<file path="src/rtl/gaussian_stream_arbiter_if.sv">
// Bus bundle for the Gaussian stream arbiter: the source-side AXI-Stream slave,
// the per-requester burst request lines and the broadcast consumer stream.
// The arbiter connects through the slave modport; the environment uses master.
interface gaussian_stream_arbiter_if #(
   parameter int unsigned NUM_REQ = 4,
   parameter int unsigned DATA_W  = 256,
   parameter int unsigned LEN_W   = 8
);
   // Source side (Gaussian generator to arbiter)
   logic [DATA_W-1:0]        s_axis_tdata;
   logic                     s_axis_tvalid;
   logic                     s_axis_tready;
   // Burst requests
   logic [NUM_REQ-1:0]       req;
   logic [NUM_REQ*LEN_W-1:0] req_len;
   logic [NUM_REQ-1:0]       grant;
   logic [NUM_REQ-1:0]       done;
   // Consumer side (arbiter to requesters)
   logic [DATA_W-1:0]        m_axis_tdata;
   logic [NUM_REQ-1:0]       m_axis_tvalid;
   logic [NUM_REQ-1:0]       m_axis_tready;
   logic                     m_axis_tlast;

   modport slave (
      input  s_axis_tdata,
      input  s_axis_tvalid,
      output s_axis_tready,
      input  req,
      input  req_len,
      output grant,
      output done,
      output m_axis_tdata,
      output m_axis_tvalid,
      input  m_axis_tready,
      output m_axis_tlast
   );

   modport master (
      output s_axis_tdata,
      output s_axis_tvalid,
      input  s_axis_tready,
      output req,
      output req_len,
      input  grant,
      input  done,
      input  m_axis_tdata,
      input  m_axis_tvalid,
      output m_axis_tready,
      input  m_axis_tlast
   );
endinterface

</file>
<file path="src/rtl/gaussian_stream_arbiter.sv">
// Round-robin burst arbiter sharing one AXI-Stream Gaussian sample source
// among NUM_REQ consumers. A granted requester receives req_len+1 beats with
// TLAST on the final one; the source is then released and rr_ptr advances.
module gaussian_stream_arbiter #(
   parameter int unsigned NUM_REQ = 4,
   parameter int unsigned DATA_W  = 256,
   parameter int unsigned LEN_W   = 8
) (
   input  logic                       axis_aclk,
   input  logic                       axis_areset,
   gaussian_stream_arbiter_if.slave   bus
);

   localparam int unsigned IDX_W = $clog2(NUM_REQ);

   typedef enum logic {StIdle, StBurst} state_t;

   state_t             state_q;
   logic [IDX_W-1:0]   rr_ptr_q;
   logic [IDX_W-1:0]   g_idx_q;
   logic [LEN_W-1:0]   beat_cnt_q;
   logic [NUM_REQ-1:0] grant_q;
   logic [NUM_REQ-1:0] done_q;

   logic               sel_found;
   logic [IDX_W-1:0]   sel_idx;
   logic [IDX_W-1:0]   cand_idx;
   int unsigned        cand;
   logic [LEN_W-1:0]   sel_len;
   logic [IDX_W-1:0]   rr_next;
   logic               busy;
   logic               xfer;

   // Pick the first pending request at or above rr_ptr, wrapping around.
   always_comb begin
      sel_found = 1'b0;
      sel_idx   = '0;
      cand      = 0;
      cand_idx  = '0;
      for (int i = 0; i < NUM_REQ; i++) begin
         cand = int'(rr_ptr_q) + i;
         if (cand >= NUM_REQ) begin
            cand = cand - NUM_REQ;
         end
         cand_idx = cand[IDX_W-1:0];
         if (!sel_found && bus.req[cand_idx]) begin
            sel_found = 1'b1;
            sel_idx   = cand_idx;
         end
      end
   end

   // Length and pointer helpers for the FSM.
   always_comb begin
      sel_len = bus.req_len[sel_idx*LEN_W +: LEN_W];
      if (g_idx_q == IDX_W'(NUM_REQ - 1)) begin
         rr_next = '0;
      end else begin
         rr_next = g_idx_q + 1'b1;
      end
   end

   // Datapath is purely combinational while a burst is running.
   always_comb begin
      busy              = (state_q == StBurst);
      xfer              = busy && bus.s_axis_tvalid && bus.m_axis_tready[g_idx_q];
      bus.s_axis_tready = busy && bus.m_axis_tready[g_idx_q];
      bus.m_axis_tvalid = (busy && bus.s_axis_tvalid) ? grant_q : '0;
      bus.m_axis_tdata  = bus.s_axis_tdata;
      bus.m_axis_tlast  = busy && (beat_cnt_q == '0);
      bus.grant         = grant_q;
      bus.done          = done_q;
   end

   // Burst FSM: grant on request, count beats down, release after the last.
   always_ff @(posedge axis_aclk or posedge axis_areset) begin
      if (axis_areset) begin
         state_q    <= StIdle;
         rr_ptr_q   <= '0;
         g_idx_q    <= '0;
         beat_cnt_q <= '0;
         grant_q    <= '0;
         done_q     <= '0;
      end else begin
         done_q <= '0;
         case (state_q)
            StIdle: begin
               if (sel_found) begin
                  grant_q    <= NUM_REQ'(1) << sel_idx;
                  g_idx_q    <= sel_idx;
                  beat_cnt_q <= sel_len;
                  state_q    <= StBurst;
               end
            end
            StBurst: begin
               if (xfer) begin
                  if (beat_cnt_q != '0) begin
                     beat_cnt_q <= beat_cnt_q - 1'b1;
                  end else begin
                     done_q   <= NUM_REQ'(1) << g_idx_q;
                     rr_ptr_q <= rr_next;
                     grant_q  <= '0;
                     state_q  <= StIdle;
                  end
               end
            end
            default: state_q <= StIdle;
         endcase
      end
   end

endmodule

</file>
<file path="src/flat_wrapper.sv">
// flat-port wrapper written by rule: the top's interface ports become plain ports
module gaussian_stream_arbiter_flat 
#(
   parameter int unsigned NUM_REQ = 4,
   parameter int unsigned DATA_W  = 256,
   parameter int unsigned LEN_W   = 8
)
  (axis_aclk, axis_areset, bus_s_axis_tdata, bus_s_axis_tvalid, bus_s_axis_tready, bus_req, bus_req_len, bus_grant, bus_done, bus_m_axis_tdata, bus_m_axis_tvalid, bus_m_axis_tready, bus_m_axis_tlast);
  gaussian_stream_arbiter_if #(.NUM_REQ(NUM_REQ), .DATA_W(DATA_W), .LEN_W(LEN_W)) bus_i ();
  input  logic axis_aclk;
  input  logic axis_areset;
  input wire logic [$bits(bus_i.s_axis_tdata)-1:0] bus_s_axis_tdata;
  input wire logic [$bits(bus_i.s_axis_tvalid)-1:0] bus_s_axis_tvalid;
  output wire logic [$bits(bus_i.s_axis_tready)-1:0] bus_s_axis_tready;
  input wire logic [$bits(bus_i.req)-1:0] bus_req;
  input wire logic [$bits(bus_i.req_len)-1:0] bus_req_len;
  output wire logic [$bits(bus_i.grant)-1:0] bus_grant;
  output wire logic [$bits(bus_i.done)-1:0] bus_done;
  output wire logic [$bits(bus_i.m_axis_tdata)-1:0] bus_m_axis_tdata;
  output wire logic [$bits(bus_i.m_axis_tvalid)-1:0] bus_m_axis_tvalid;
  input wire logic [$bits(bus_i.m_axis_tready)-1:0] bus_m_axis_tready;
  output wire logic [$bits(bus_i.m_axis_tlast)-1:0] bus_m_axis_tlast;
  assign bus_i.s_axis_tdata = bus_s_axis_tdata;
  assign bus_i.s_axis_tvalid = bus_s_axis_tvalid;
  assign bus_s_axis_tready = bus_i.s_axis_tready;
  assign bus_i.req = bus_req;
  assign bus_i.req_len = bus_req_len;
  assign bus_grant = bus_i.grant;
  assign bus_done = bus_i.done;
  assign bus_m_axis_tdata = bus_i.m_axis_tdata;
  assign bus_m_axis_tvalid = bus_i.m_axis_tvalid;
  assign bus_i.m_axis_tready = bus_m_axis_tready;
  assign bus_m_axis_tlast = bus_i.m_axis_tlast;
  gaussian_stream_arbiter #(.NUM_REQ(NUM_REQ), .DATA_W(DATA_W), .LEN_W(LEN_W)) u_core (.axis_aclk(axis_aclk), .axis_areset(axis_areset), .bus(bus_i));
endmodule
</file>
<file path="config.mk">
export PLATFORM = sky130hd
export DESIGN_NAME = gaussian_stream_arbiter_flat
export DESIGN_NICKNAME = d
export VERILOG_FILES = /design/src/rtl/gaussian_stream_arbiter_if.sv /design/src/rtl/gaussian_stream_arbiter.sv /design/src/flat_wrapper.sv
export SDC_FILE = /design/constraint.sdc
export NUM_CORES = 1
export LEC_CHECK = 0
export BUFFER_PORTS_ARGS = -buffer_cell sky130_fd_sc_hd__clkbuf_2
export CORE_AREA = 2 2 221 223
export DETAILED_ROUTE_END_ITERATION = 10
export DIE_AREA = 0 0 223 225
export RECOVER_POWER = 100
export SETUP_SLACK_MARGIN = 0.3
export SLEW_MARGIN = 15
export SYNTH_ARGS = -nofsm -noshare
export SYNTH_HDL_FRONTEND = slang
export SYNTH_SLANG_ARGS = --single-unit
</file>
<file path="constraint.sdc">
create_clock -name axis_aclk -period 2.9 [get_ports axis_aclk]
set_input_delay 0.58 -clock axis_aclk [delete_from_list [all_inputs] [get_ports axis_aclk]]
set_output_delay 0.58 -clock axis_aclk [all_outputs]
set_load 0.01 [all_outputs]
</file>
==> results.md <==
* Multi-input gate area at 942 sq um
* Area delta synth->final at -24.9%
* Synth top cells by count: buf_4 (258), dfrtp_1 (21), nand2_1 (18)
* Worst setup SP type: flip-flop
* Post-DP HPWL at around 15000 microns
* Placed cell count at 839
* CTS tree: done
* Final worst path period need at between 2 and 3 ns
* Simple-Gate Fraction of Synth Area at roughly a tenth
* Most used routing layer: met2
* CTS Buffer Depth at 2
* Setup Viol. Count Final at 0
* Mapped cell area at about 3500 sq um
* Total I/O pin count at around 570
* Hold Slack at 0.488 ns
* Synth async-reset ratio at between 90% and 100%
* Worst-margin pin slew at roughly 1.1 ns
* Final Hold Fails at 0
* Post-Layout Cell Count at between 800 and 900
* HP Class: in -> async
* Num CTS Buffers at 3
* Critical path cell sequence: inv_1 -> ha_1 -> or4b_1 -> nor3_1 -> clkbuf_2
* Filler instances at 5587
* CP max FO at 5
* Vias per Instance at 2.48
* Synth unique cells at 53
* Synth area leader: buf_4
* Die width at 223 microns
* Clk_lat worst skew at 0.26 ns
* Routed WL per cell at around 20 microns
* Synth Area in Compound Gates at a little over an eighth
* F_max at 380 MHz
* Critical-path top delay cell: or4b_1
* Post-route ant nets at 0
* Critical Path Sink Type: output pin
* I/O Buffers at 56
* Post-synthesis mux area share at 2.21%
* Total grt overflow at 0
* Final core utilization at 5.54%
* Slew Limit Fails at 0
* Adder-cell share of the synthesized area at 2.14%
* Postcts setup bufs at 0
* WL final at 16700 microns
* Die footprint at 50200 sq um
* Register area share after synthesis at 15.0%
* GR Util met1 at just over 5%
* GR Util met2 at roughly 10%
* Diode count at 0
* RSZ-0062 raised after global routing: false
* Clock-pin transition on the worst setup and hold timing paths at 0.06 ns
* Kind of critical path: reg -> out
* DRT Pass-1 Iters at 4
* Critical Path AT at 2.05 ns
* Clk sink count at 21
* Root buf cell: clkbuf_16
* Vias in the first global route at 2105
* XOR/XNOR Fraction of Synth Area at 0%
* Chip height at 225 microns
* Maxcap violations at 0
* Initial antenna violation count at 3
* Largest stage delay on the critical path at 0.51 ns
* Largest net degree at the start of global routing at 22
* Layout cell share with drive strength beyond 1 at around a quarter
* #FFs+latches synth at 21
* Initial Util at 7.38%
* Post-synth EDFFs at 0
* Synth top area cells: buf_4 (55%), dfrtp_1 (15%), ha_1 (2.1%)
* Yosys top cell area share at 55.2%
* Via count at between 2000 and 2500
* First-pass GRT wire length at 20400 microns
* Post-route clock period utilization at around nine tenths
* Core ar. at 47500 sq um
* Htree depth at 1
* Max IR drop VDD at 0.210 mV
* Yosys warning total at 0
* Storage cell area at 526 sq um
* Global routing usage on met3 at 5.31%
* Pwr dens at 483 nW/um^2
* Cells after synthesis at 434
* Crit path required time at roughly 2.3 ns
* Setup total negative slack at 0 ns
* P_leak at approximately 0.9 nW
* Synth Net Count at 739
* Slew Limit Headroom at 27.9%
* Outcome: completed
* 1st-iter DRT viols at 155
* Core Rows at 80
* Main combinational cell family by area after synthesis: buffers and inverters
* Main synth FF type: dfrtp_1
* Clock Skews at 0.00280 ns
* # nets final at approximately 530
* Top-count cell post-synth: buf_4
* Post-route DRC at 0
* GRT Overall Usage at slightly above 6%
* Gpl congestion at 0.766
* Syn Area/Cell at 8.08 sq um
repair_timing:
action	CTS	global route
endpoints found under the hold margin	0	0
resized for setup	0	1
endpoints found under the setup margin	0	1
hold buffers	0	0
state kept, by name, indices dropped and copies added, names as in the netlist:
name,count
u_core.beat_cnt_q,8
u_core.bus.done,4
u_core.bus.grant,4
u_core.busy,1
u_core.g_idx_q,2
u_core.rr_ptr_q,2
cell usage in the layout, fill, tap and decap left out, types with 2 or more instances in the layout:
cell type / count
dfrtp_1: 21
clkbuf_2: 44
a21boi_0: 2
o211ai_1: 2
o21ai_0: 11
a21o_1: 2
o2111a_1: 4
or3_1: 3
clkbuf_16: 3
and2_4: 2
a32oi_1: 2
a21oi_1: 10
a31oi_1: 8
and2_0: 5
nor3_1: 3
nand2_1: 18
nand3_1: 3
clkbuf_1: 12
ha_1: 6
mux2i_1: 4
and3_1: 5
buf_4: 2
or3b_2: 2
nor2_1: 8
inv_1: 9
a221oi_1: 7
nand2b_1: 2
o22ai_1: 2
worst max-delay path, delay by kind of cell (launching register included):
family        cells  cell delay (ns)
fa+ha+maj         1             0.14
buf+inv           2             0.33
simple gates      2             0.90
flops             1             0.42
area by class of cell:
| type | instances | area share (%) |
|---|---|---|
| inverters | 9 | 1.28 |
| clock buffers | 3 | 2.85 |
| clock inverters | 1 | 0.285 |
| multi-input cells | 136 | 35.8 |
| repair buffers | 58 | 10.6 |
| well taps | 615 | 29.2 |
| flip-flops and latches | 21 | 20.0 |
cells by family after synthesis:
kind of cell,Yosys count
AO/OA/AOI/OAI,64
buffers and inverters,277
flip-flops,21
AND/OR/NAND/NOR,60
multiplexers,6
adder cells (fa/ha/maj),6
stage by stage:
| stage | cell area [sq um] | total power, mW | worst slack, ns |
|---|---|---|---|
| 2_1_floorplan | 3510 | 1.17 | 0.615 |
| 3_3_place_gp | 2570 | 0.958 | 0.514 |
| 3_5_place_dp | 2570 | 0.976 | 0.487 |
| 4_1_cts | 2660 | 1.28 | 0.324 |
| 5_1_grt | 2630 | 1.36 | 0.198 |
| 6_report | 2630 | 1.27 | 0.268 |
power by group:
group	leakage (nW)	switching, mW	total (mW)	internal (mW)
Sequential	0.258	0.0983	0.457	0.359
Clock	0.0371	0.117	0.304	0.187
Combinational	0.615	0.292	0.510	0.217
per-layer routing:
layer | vias to the layer above | routed length [microns] | part of all wire [%]
li1 | 777 | - | -
met3 | 117 | 3270 | 20
met1 | 851 | 4640 | 28
met4 | 6 | 1060 | 6.3
met2 | 339 | 7700 | 46
met5 | - | 35 | 0.21
path summary, 6_finish.rpt:
path                            slack, ns            startpoint  cells past startpoint              endpoint
worst max register to register       0.44    u_core.rr_ptr_q[1]                      5  u_core.beat_cnt_q[6]
min in group axis_aclk               0.56        bus_req_len[4]                      3  u_core.beat_cnt_q[4]
worst min register to register       0.60   u_core.bus.grant[0]                      2   u_core.bus.grant[0]
max in group asynchronous            1.87           axis_areset                      2  u_core.beat_cnt_q[5]
worst min-delay path                 0.49           axis_areset                      2    u_core.bus.done[0]
worst max-delay path                 0.27  u_core.beat_cnt_q[0]                      5      bus_m_axis_tlast
Note: power is estimated with default switching activity, not from simulation.
